**src/rtl/router_pkg.sv**
```systemverilog
// router_pkg: shared FSM state encoding and packet header field layout for router_1xn.
package router_pkg;
  typedef enum logic [2:0] {IDLE, WAIT_EMPTY, LOAD_HDR, LOAD_DATA, FULL_WAIT, CHECK, DROP} state_t;
  localparam int ADDR_LSB = 0;
  localparam int ADDR_W = 2;
  localparam int LEN_LSB = 2;
  function automatic logic [ADDR_W-1:0] hdr_addr(input logic [7:0] h);
    return h[ADDR_LSB +: ADDR_W];
  endfunction
endpackage

```
**src/rtl/router_fifo_n.sv**
```systemverilog
// router_fifo_n: one output FIFO with registered read data and a read-timeout flush.
module router_fifo_n #(
  parameter int DEPTH = 16,
  parameter int TIMEOUT = 30
) (
  input  logic       clock,
  input  logic       resetn,
  input  logic       write,
  input  logic [7:0] din,
  input  logic       read,
  output logic [7:0] dout,
  output logic       valid,
  output logic       full,
  output logic       soft_reset
);
  localparam int AW = $clog2(DEPTH);
  localparam int CW = $clog2(TIMEOUT + 1);
  logic [7:0] mem [DEPTH];
  logic [AW:0] wptr, rptr;
  logic [CW-1:0] cnt;
  logic do_wr, do_rd;
  assign valid = wptr != rptr;
  assign full = (wptr ^ rptr) == {1'b1, {AW{1'b0}}};
  assign do_wr = write && !full;
  assign do_rd = read && valid;
  // fires on the TIMEOUT-th consecutive unread cycle, so valid drops the cycle after
  assign soft_reset = valid && !read && cnt == CW'(TIMEOUT - 1);
  always_ff @(posedge clock) begin
    if (do_wr) mem[wptr[AW-1:0]] <= din;
  end
  always_ff @(posedge clock or negedge resetn) begin
    if (!resetn) begin
      wptr <= '0;
      rptr <= '0;
      cnt <= '0;
      dout <= '0;
    end else if (soft_reset) begin
      wptr <= '0;
      rptr <= '0;
      cnt <= '0;
    end else begin
      if (do_wr) wptr <= wptr + 1'b1;
      if (do_rd) begin
        rptr <= rptr + 1'b1;
        dout <= mem[rptr[AW-1:0]];
      end
      cnt <= (!valid || read) ? '0 : cnt + 1'b1;
    end
  end
endmodule

```
**src/rtl/router_1xn.sv**
```systemverilog
// router_1xn: steers byte-serial packets into NUM_PORTS output FIFOs by header address,
// checking parity and dropping packets that have no port or whose FIFO times out.
module router_1xn
  import router_pkg::*;
#(
  parameter int NUM_PORTS = 3,
  parameter int FIFO_DEPTH = 16,
  parameter int TIMEOUT = 30
) (
  input  logic                   clock,
  input  logic                   resetn,
  input  logic                   pkt_valid,
  input  logic [7:0]             data_in,
  input  logic [NUM_PORTS-1:0]   read_enb,
  output logic [8*NUM_PORTS-1:0] data_out,
  output logic [NUM_PORTS-1:0]   valid_out,
  output logic                   busy,
  output logic                   error,
  output logic                   dropped
);
  localparam int NA = 1 << ADDR_W;
  state_t state, next;
  logic [ADDR_W-1:0] dest, in_addr;
  logic [7:0] hdr, parity, hold, wdata;
  logic hold_par, wr, abort, addr_bad;
  logic [NUM_PORTS-1:0] full, soft_reset;
  logic [NA-1:0] valid4, full4, soft4;
  assign in_addr = hdr_addr(data_in);
  assign addr_bad = int'(in_addr) >= NUM_PORTS;
  assign valid4 = NA'(valid_out);
  assign full4 = NA'(full);
  assign soft4 = NA'(soft_reset);
  assign abort = soft4[dest] && state inside {WAIT_EMPTY, LOAD_HDR, LOAD_DATA, FULL_WAIT};
  assign busy = state inside {WAIT_EMPTY, LOAD_HDR, FULL_WAIT, CHECK};
  assign dropped = !pkt_valid && (state == DROP || abort);
  always_comb begin
    next = state;
    wr = 1'b0;
    wdata = data_in;
    case (state)
      IDLE:       if (pkt_valid) next = addr_bad ? DROP : valid4[in_addr] ? WAIT_EMPTY : LOAD_HDR;
      WAIT_EMPTY: if (!valid4[dest]) next = LOAD_HDR;
      LOAD_HDR: begin
        wr = 1'b1;
        wdata = hdr;
        next = LOAD_DATA;
      end
      LOAD_DATA: begin
        wr = !full4[dest];
        next = full4[dest] ? FULL_WAIT : pkt_valid ? LOAD_DATA : CHECK;
      end
      FULL_WAIT: begin
        wr = !full4[dest];
        wdata = hold;
        if (!full4[dest]) next = hold_par ? CHECK : LOAD_DATA;
      end
      CHECK:      next = IDLE;
      DROP:       if (!pkt_valid) next = IDLE;
      default:    next = IDLE;
    endcase
    if (abort) next = pkt_valid ? DROP : IDLE;
  end
  always_ff @(posedge clock or negedge resetn) begin
    if (!resetn) begin
      state <= IDLE;
      dest <= '0;
      hdr <= '0;
      parity <= '0;
      hold <= '0;
      hold_par <= 1'b0;
      error <= 1'b0;
    end else begin
      state <= next;
      if (state == IDLE && pkt_valid) begin
        hdr <= data_in;
        dest <= in_addr;
        parity <= data_in;
        error <= 1'b0;
      end
      if (state == LOAD_DATA && !abort) begin
        if (pkt_valid) parity <= parity ^ data_in;
        if (full4[dest]) begin
          hold <= data_in;
          hold_par <= !pkt_valid;
        end else if (!pkt_valid) error <= data_in != parity;
      end
      if (state == FULL_WAIT && !abort && !full4[dest] && hold_par) error <= hold != parity;
    end
  end
  for (genvar i = 0; i < NUM_PORTS; i++) begin : g_port
    router_fifo_n #(.DEPTH(FIFO_DEPTH), .TIMEOUT(TIMEOUT)) u_fifo (
      .clock(clock),
      .resetn(resetn),
      .write(wr && dest == ADDR_W'(i)),
      .din(wdata),
      .read(read_enb[i]),
      .dout(data_out[8*i +: 8]),
      .valid(valid_out[i]),
      .full(full[i]),
      .soft_reset(soft_reset[i])
    );
  end
endmodule

```
**config.mk**
```make
export PLATFORM = sky130hd
export DESIGN_NAME = router_1xn
export DESIGN_NICKNAME = d
export VERILOG_FILES = /design/src/rtl/router_pkg.sv /design/src/rtl/router_fifo_n.sv /design/src/rtl/router_1xn.sv
export SDC_FILE = /design/constraint.sdc
export NUM_CORES = 1
export LEC_CHECK = 0
export CAP_MARGIN = 20
export CORE_ASPECT_RATIO = 1.75
export CORE_UTILIZATION = 30
export DETAILED_ROUTE_END_ITERATION = 7
export SKIP_CTS_REPAIR_TIMING = 1
export SKIP_LAST_GASP = 1
export SLEW_MARGIN = 10
export SYNTH_ARGS = -nofsm -noshare
export SYNTH_HDL_FRONTEND = slang
export SYNTH_HIERARCHICAL = 1
export SYNTH_SLANG_ARGS = --single-unit
```
**constraint.sdc**
```tcl
create_clock -name clock -period 3.6 [get_ports clock]
set_input_delay 0.72 -clock clock [delete_from_list [all_inputs] [get_ports clock]]
set_output_delay 0.72 -clock clock [all_outputs]
set_load 0.02 [all_outputs]
```
==> results of run 1 <==
==> state kept, by name, summed over array words and instances (netlist names) <==
| register | count |
|---|---|
| state | 3 |
| g_port.u_fifo/mem | 384 |
| dest | 1 |
| g_port.u_fifo/cnt | 15 |
| hdr | 7 |
| hold_par | 1 |
| hold | 8 |
| parity | 8 |
| g_port.u_fifo/rptr | 15 |
| g_port.u_fifo/wptr | 15 |
| error | 1 |
| g_port.u_fifo/dout | 24 |
==> metal layers <==
layer  up-vias  track usage, %
met3        64            1.57
met5         -               0
met2       178            25.4
met1      5527            14.3
met4         0            4.84
li1       4916               -
==> through the flow <==
| stage | total power [mW] | utilization (%) | TNS (ns) |
|---|---|---|---|
| global route | 21.4 | 35.2 | -0.0734 |
| floorplan | 13.2 | - | 0 |
| CTS | 20.6 | 35.1 | -0.550 |
| global placement | 15.6 | 33.0 | -0.381 |
| finish | 20.4 | 35.2 | 0 |
| detailed placement | 15.8 | 33.0 | -0.316 |
==> cells in the mapped netlist (all sizes together) (3+ instances only) <==
cell type,count
a21oi,50
mux2,17
or3,10
nor2,62
ha,21
dfrtp,98
o2111ai,3
nor2b,22
and2,7
nand3,14
a21o,26
a311oi,8
nor3,12
edfxtp,384
nand4,10
o21a,5
nand2,16
o22a,9
o21ai,16
o211ai,12
nand3b,3
clkbuf,34
mux2i,9
a22oi,48
xnor2,37
mux4,96
xor2,20
inv,21
and3,39
o21bai,3
o22ai,20
buf,39
==> layout make-up <==
type / instances / share of cell area, %
clock buffer: 56 / 4.97
clock inverter: 24 / 1.17
inverter: 22 / 0.348
multi-input combinational: 611 / 25.5
sequential: 482 / 59.0
tap: 896 / 4.73
timing repair buffer: 119 / 4.30
==> where the power goes <==
part,internal (mW),leakage (nW),switching [mW]
combinational,2.91,2.90,4.32
clock,2.70,0.707,2.06
sequential,7.80,4.66,0.574
==> placed cells by master (no fill, tap or decap), drive strengths merged, types with 5 or more instances in the layout <==
| cell type | instances |
|---|---|
| a22oi | 48 |
| nand4 | 10 |
| and3 | 39 |
| o22ai | 20 |
| nand2 | 16 |
| mux4 | 96 |
| nor2 | 62 |
| o21ai | 16 |
| clkbuf | 57 |
| o21a | 5 |
| clkinv | 15 |
| a311oi | 8 |
| ha | 21 |
| dfrtp | 98 |
| clkdlybuf4s50 | 41 |
| or3 | 10 |
| mux2i | 9 |
| edfxtp | 384 |
| nor2b | 22 |
| a21o | 26 |
| a21oi | 50 |
| mux2 | 17 |
| and2 | 7 |
| bufinv | 5 |
| inv | 24 |
| xnor2 | 37 |
| nor3 | 12 |
| xor2 | 20 |
| nand3 | 14 |
| o22a | 9 |
| buf | 77 |
| o211ai | 12 |
==> worst reg2reg max path, stage by stage, from the launching register on <==
cell,delay (ns)
dfrtp_1,0.46
xnor2_1,0.17
nand4_2,0.10
buf_4,0.19
nor2_1,0.07
mux2i_1,0.28
a2bb2oi_2,0.20
o21a_1,0.15
a21oi_1,0.07
nor2b_1,0.29
o21a_1,0.42
and3_1,0.56
==> logic make-up (layout without fill, tap and decap cells) <==
kind of cell	count (synthesis)	count (layout)	share of synthesized area, %
flip-flops	482	482	68.6
AO/OA/AOI/OAI	208	208	7.06
AND/OR/NAND/NOR	203	203	5.42
multiplexers	122	122	12.7
buffers and inverters	95	221	2.41
XOR/XNOR	57	57	2.49
adder cells (fa/ha/maj)	21	21	1.29
==> worst paths after layout <==
path / start / endpoint / depth (start not counted)
min in group clock: g_port[2].u_fifo/dout[6] / g_port[2].u_fifo/dout[6] / 1
max in group asynchronous: resetn / hdr[6] / 2
min: resetn / g_port[0].u_fifo/dout[2] / 1
max: g_port[0].u_fifo/rptr[2] / dropped / 12
max reg2reg: g_port[2].u_fifo/wptr[1] / g_port[1].u_fifo/mem[4][6] / 11
min reg2reg: g_port[2].u_fifo/dout[6] / g_port[2].u_fifo/dout[6] / 1
==> reports/results.ini, run 1 <==
[timing]
rsz0062_at_grt = yes
max_freq_ghz = 0.287
timing_hold_violations_final = 0
setup_slack_ns = 0.114
min_period_ns = 3.49
tightest_slew_ns = 0.981
whs_ns = 0.205
finalCritPeriodShare_pct = 96.8
setup_violations = 0
fin_skew_ns = 0.0223
drv_slew = 0
relSlewSlack_pct = 34.6

[setup_path]
crit_chain = xnor2_1 > nand4_4 > nor2_1 > nor3_2 > buf_4 > mux2i_1 > buf_4 > o21ai_2 > a21oi_1 > a211oi_2 > buf_4 > clkbuf_2
start_kind = register
cp-end-kind = output pin
arrival_ns = 2.77
critPathMostFrequentCell = buf_4
critPathRequiredTime_ns = 2.88
r2r_slack_ns = 0.29
critPathKind = reg2out
path_max_fanout = 3
slowest_delay_ns = 0.39
critical-path-top-delay-family = buffers and inverters
crit_buf_inv = 4
slowest_stage = dfrtp_1

[layout]
stdcell_count = 2210
drive_gt1_share_pct = 19.6
multi_input_comb_area_mm2 = 0.00603
nNetsFinal = 1314
seqCellArea_mm2 = 0.0140
fill_cells = 6301
n_antenna_cell = 0
area_growth_pct = 16.3
design_area_mm2 = 0.0237

[routing]
maxUsedRoutingLayer = met4
ant_nets = 0
wl_met3_um = 1350
drt_iter0_markers = 631
wl_met2_um = 25100
wirelength_um = 44500
drcViolationCount = 0
viasPerCell = 4.83
m1WireLength_um = 16800
via_count = 10700
drt-pass1-iter-count = 5
wl_per_cell_um = 20.1

[synth]
yosysSeqAreaShare_pct = 68.6
synthCells = 1188
synth-async-reset-ratio_pct = 20.3
ys_types = 62
synth_top_area_share_pct = 56.6
synth_seq_cells = 482
ys_top_cells_by_area = edfxtp_1 (57%), dfrtp_1 (12%), mux4_2 (6.3%)
synth_edf_count = 384
synth_top_area_cell = edfxtp_1
yosys_warnings = 6
syn-cell-area_mm2 = 0.0204
synthesis.nets = 1223
ys.flop_type = edfxtp_1
avgSynthCellArea_um2 = 17.2

[place]
hpwlAfterDp_um = 29400
place_inst = 2129
io_buffers = 43
routabilityCongestion = 0.769
pre_cts_ws_ns = -0.316
place_area_mm2 = 0.0222

[floorplanning]
coreArea_mm2 = 0.0673
io_pins = 44
die_width_um = 199
die_h_um = 347
rows = 126
dieArea_mm2 = 0.0690
start_util_pct = 30.3

[power]
power.leakage_nw = 8.26
vdd_drop_max_v = 0.000518
power-per-cell-area_mw_per_mm2 = 859

[clock_tree]
clkSlewWorstSetupHoldPaths_ns = 0.07
cts_buffers = 43
cts_root_buf = clkbuf_16
htree_levels = 2
clkLatencyLatePin_ns = 0.57
cts_tree = done
cts_buffer_depth = 3
clock_sinks = 482

[status]
outcome = completed

[grt]
grt_pass1_vias = 11300
antenna_found_initial = 0
grt_max_degree = 49
grt_pass1_wl_um = 67900
grt-ovfl-total = 0
track_usage_pct = 13.1

[job]
drv_cap = 0

[worst_hold_path]
min_path_type = in2async

Note: power is estimated with default switching activity, not from simulation.
==> run 2: changes to the inputs <==
- CORE_MARGIN: default -> 4
- TNS_END_PERCENT: default -> 20
==> reports/results.ini, run 2 (synthesis results as in run 1) <==
[status]
outcome = completed

[power]
cellInternalPower_mw = 13.5
seqPwrFrac_pct = 40.8
power-per-cell-area_mw_per_mm2 = 860
power.leakage_nw = 8.32
p_clk_share_pct = 23.0
vdd_drop_max_v = 0.000518
combPwrFrac_pct = 36.2
p_sw_share_pct = 34.1
total_power_mw = 20.5
switchingPower_mw = 6.99

[timing]
setup_violations = 0
timing_hold_violations_final = 0
fin_skew_ns = 0.0215
finalCritPeriodShare_pct = 95.3
tightest_slew_ns = 0.968
max_freq_ghz = 0.292
drv_slew = 0
whs_ns = 0.270
fin_setup_tns_ns = 0
min_period_ns = 3.43
relSlewSlack_pct = 35.5

[floorplanning]
dieArea_mm2 = 0.0723
start_util_pct = 30.3
die_width_um = 205
io_pins = 44
die_h_um = 353
coreArea_mm2 = 0.0673
rows = 126

[place]
io_buffers = 43
hpwlAfterDp_um = 29900
routabilityCongestion = 0.753

[routing]
drt_iter0_markers = 784
wirelength_um = 45300
drcViolationCount = 0
via_count = 10800
viasPerCell = 4.86
ant_nets = 0
wl_per_cell_um = 20.4
drt-pass1-iter-count = 5

[layout]
fill_cells = 6355
area_growth_pct = 16.8
utilization_pct = 35.3
n_antenna_cell = 0
nNetsFinal = 1326
largest_reg_flops = 384
final_common_cell = edfxtp_1
seqCellArea_mm2 = 0.0140
drive_gt1_share_pct = 19.5
final_cell_mix = edfxtp_1 (384), dfrtp_1 (95), buf_4 (85)
multi_input_comb_area_mm2 = 0.00605

[worst_hold_path]
min_path_type = in2async

[clock_tree]
cts_buffer_depth = 3
clkSlewWorstSetupHoldPaths_ns = 0.06
cts_root_buf = clkbuf_16
clkLatencyLatePin_ns = 0.56
htree_levels = 2
cts_tree = done
cts_buffers = 44
clock_sinks = 482

[setup_path]
critPathRequiredTime_ns = 2.88
rr_worst_depth = 12
cp-end-kind = output pin
critPathKind = reg2out
path_max_fanout = 20
arrival_ns = 2.71
start_kind = register

[grt]
grt_max_degree = 55
grt-ovfl-total = 0
antenna_found_initial = 0
track_usage_pct = 12.5
grt_pass1_vias = 11400
grt_pass1_wl_um = 69700

[job]
drv_cap = 0

## run 2: cell count changes in the layout (fill, tap and decap cells not counted), sizes merged
cell,before,now
clkbuf,57,61
clkinvlp,2,1
buf,77,88
clkinv,15,12
## run 2: final cells by class
cell class              instances  share of cell area [%]
repair buffers                130                    4.68
clock buffers                  60                    5.05
clock inverters                20                   0.978
well taps                     896                    4.71
flip-flops and latches        482                    58.8
inverters                      22                   0.347
multi-input cells             611                    25.4
## run 2: final timing paths
| check | start | end | slack [ns] |
|---|---|---|---|
| setup / recovery | state[2] | busy | 0.17 |
| min in group clock | g_port[1].u_fifo/dout[1] | g_port[1].u_fifo/dout[1] | 0.48 |
| setup reg to reg | g_port[0].u_fifo/wptr[3] | g_port[1].u_fifo/mem[8][6] | 0.28 |
| hold reg to reg | g_port[1].u_fifo/dout[1] | g_port[1].u_fifo/dout[1] | 0.48 |
| hold / removal | resetn | g_port[0].u_fifo/wptr[0] | 0.27 |
| max in group asynchronous | resetn | parity[0] | 2.54 |
## run 2: power by group through the flow
stage | registers [mW] | clock network (mW) | logic [mW]
after CTS | 8.36 | 4.83 | 7.45
final | 8.36 | 4.70 | 7.41
after global routing | 8.45 | 5.05 | 8.08
after global placement | 8.43 | 0 | 7.25
after floorplan | 8.51 | 0 | 4.66
after detailed placement | 8.48 | 0 | 7.43
## run 2: critical path, cell delays in order (launching register included)
cell,delay [ns]
dfrtp_1,0.60
or2_2,0.49
nand2_1,0.12
and2_1,0.29
clkdlybuf4s50_1,0.66
## run 2: stage by stage
stage,instance area [um2],setup slack [ns],cells
2_1_floorplan,20400,0.460,1188
3_3_place_gp,22300,-0.428,2136
3_5_place_dp,22300,-0.381,2136
4_1_cts,23700,-0.579,2216
5_1_grt,23800,-0.00526,2221
6_report,23800,0.170,2221
## run 2: routing by layer
metal,part of all wire [%],global-route usage [%],up-vias
li1,-,-,4938
met1,39,14.8,5592
met2,56,23.1,194
met3,3.0,1.57,66
met4,2.8,4.21,0
met5,0,0,-
==> run 3: changes to the inputs <==
- clock period: 3.6 -> 3.95 ns (I/O delays scaled with it)
==> reports/results.ini, run 3 (synthesis results as in run 1) <==
[routing]
via_count = 10700
drcViolationCount = 0
wl_per_cell_um = 21.0
drt_iter0_markers = 676
drt-pass1-iter-count = 5
wirelength_um = 46000
viasPerCell = 4.90
ant_nets = 0

[timing]
fin_skew_ns = 0.0191
tightest_slew_ns = 1.02
rsz0062_at_grt = no
relSlewSlack_pct = 32.2
setup_violations = 0
setup_slack_ns = 0.287
finalCritPeriodShare_pct = 92.7
drv_slew = 0
timing_hold_violations_final = 0
min_period_ns = 3.66
max_freq_ghz = 0.273

[layout]
design_area_mm2 = 0.0235
final_common_cell = edfxtp_1
drive_gt1_share_pct = 17.4
largest_reg_flops = 384
final_cell_mix = edfxtp_1 (384), dfrtp_1 (95), nor2_1 (60)
nNetsFinal = 1291
area_growth_pct = 15.5
stdcell_count = 2187
n_antenna_cell = 0

[setup_path]
start_kind = register
critPathMostFrequentCell = buf_4
critPathKind = reg2out
arrival_ns = 2.87
rr_worst_depth = 12
slowest_stage = dfrtp_1
r2r_slack_ns = 0.32
worstSetupStartpoint = g_port[2].u_fifo/rptr[2]
r2r-start = g_port[2].u_fifo/rptr[2]
reg2reg_to = g_port[2].u_fifo/mem[8][3]
path_max_fanout = 7
critPathRequiredTime_ns = 3.16
cp-endpoint = dropped
crit_chain = xnor2_1 > nand4_2 > nor2_2 > nor3_2 > mux2i_1 > buf_4 > o21ai_2 > a21oi_1 > a211oi_2 > buf_4 > dlymetal6s2s_1
cp-end-kind = output pin
slowest_delay_ns = 0.46

[power]
p_clk_share_pct = 23.5
power-per-cell-area_mw_per_mm2 = 793
seqPwrFrac_pct = 41.4
combPwrFrac_pct = 35.2
cellInternalPower_mw = 12.2
vdd_drop_max_v = 0.000539
p_sw_share_pct = 34.8
total_power_mw = 18.7
power.leakage_nw = 8.17
switchingPower_mw = 6.49

[floorplanning]
die_width_um = 205
dieArea_mm2 = 0.0723
io_pins = 44
die_h_um = 353
start_util_pct = 30.3
coreArea_mm2 = 0.0673
rows = 126

[grt]
grt_pass1_wl_um = 70300
track_usage_pct = 12.6
grt-ovfl-total = 0
grt_max_degree = 51
antenna_found_initial = 0
grt_pass1_vias = 11400

[clock_tree]
clkSlewWorstSetupHoldPaths_ns = 0.06
cts_buffer_depth = 3
cts_buffers = 43
cts_root_buf = clkbuf_16
clock_sinks = 482
cts_tree = done
htree_levels = 2
clkLatencyLatePin_ns = 0.56

[job]
drv_cap = 0

[place]
place_inst = 2107
pre_cts_ws_ns = -0.112
place_area_mm2 = 0.0220
io_buffers = 43
hpwlAfterDp_um = 30200
routabilityCongestion = 0.803

[worst_hold_path]
min_path_type = in2async

[status]
outcome = completed

==> run 3: changes by cell type in the layout (fill, tap and decap cells not counted), moves of 2 or more <==
| cell | change |
|---|---|
| inv_8 | +2 |
| buf_12 | -2 |
| inv_6 | -2 |
| buf_4 | -32 |
| clkinv_2 | -2 |
| clkbuf_1 | -3 |
| clkinvlp_4 | +2 |
==> run 3: metal layers <==
metal	GRT usage [%]	part of all wire (%)	vias to the layer above
met2	23.5	55	219
met4	4.83	3.4	0
met1	14.6	38	5560
met3	1.58	3.5	75
li1	-	-	4860
met5	0	0	-
==> run 3: cell type report <==
cell class | count | area (um2)
timing repair buffer | 96 | 841
inverter | 22 | 82.6
tap | 896 | 1120
clock buffer | 57 | 1180
clock inverter | 23 | 298
fill | 6338 | 43800
sequential | 482 | 14000
multi-input combinational | 611 | 6030
==> run 3: worst min-delay path by stage <==
stage / slack (ns) / from / to / cells past startpoint
floorplan: 0.46 / g_port[0].u_fifo/cnt[0] / g_port[0].u_fifo/cnt[0] / 1
global placement: 0.46 / g_port[0].u_fifo/dout[5] / g_port[0].u_fifo/dout[5] / 1
detailed placement: 0.47 / g_port[0].u_fifo/dout[5] / g_port[0].u_fifo/dout[5] / 1
CTS: 0.29 / resetn / g_port[0].u_fifo/dout[4] / 1
global route: 0.33 / resetn / g_port[0].u_fifo/dout[3] / 1
finish: 0.31 / resetn / g_port[0].u_fifo/dout[6] / 1
==> run 3: stage by stage <==
| step | setup TNS, ns | hold WS (ns) | utilization, % |
|---|---|---|---|
| detailed placement | -0.112 | 0.465 | 32.7 |
| global route | 0 | 0.331 | 35.0 |
| finish | 0 | 0.308 | 35.0 |
| global placement | -0.211 | 0.464 | 32.7 |
| CTS | -0.301 | 0.294 | 34.9 |
| floorplan | 0 | 0.461 | - |
==> run 3: critical path: cells and delay by family (launching register included) <==
| family | cells | cell delay [ns] |
|---|---|---|
| compound gates | 3 | 0.36 |
| xor+xnor | 1 | 0.22 |
| buf+inv | 3 | 0.55 |
| flops | 1 | 0.46 |
| mux | 1 | 0.27 |
| simple gates | 3 | 0.46 |
==> run 3: power by group through the flow <==
stage | Clock [mW] | Combinational [mW] | Sequential (mW)
2_1_floorplan | 0 | 4.25 | 7.76
3_3_place_gp | 0 | 6.50 | 7.79
3_5_place_dp | 0 | 6.64 | 7.83
4_1_cts | 4.51 | 6.67 | 7.72
5_1_grt | 4.72 | 7.10 | 7.82
6_report | 4.38 | 6.57 | 7.72
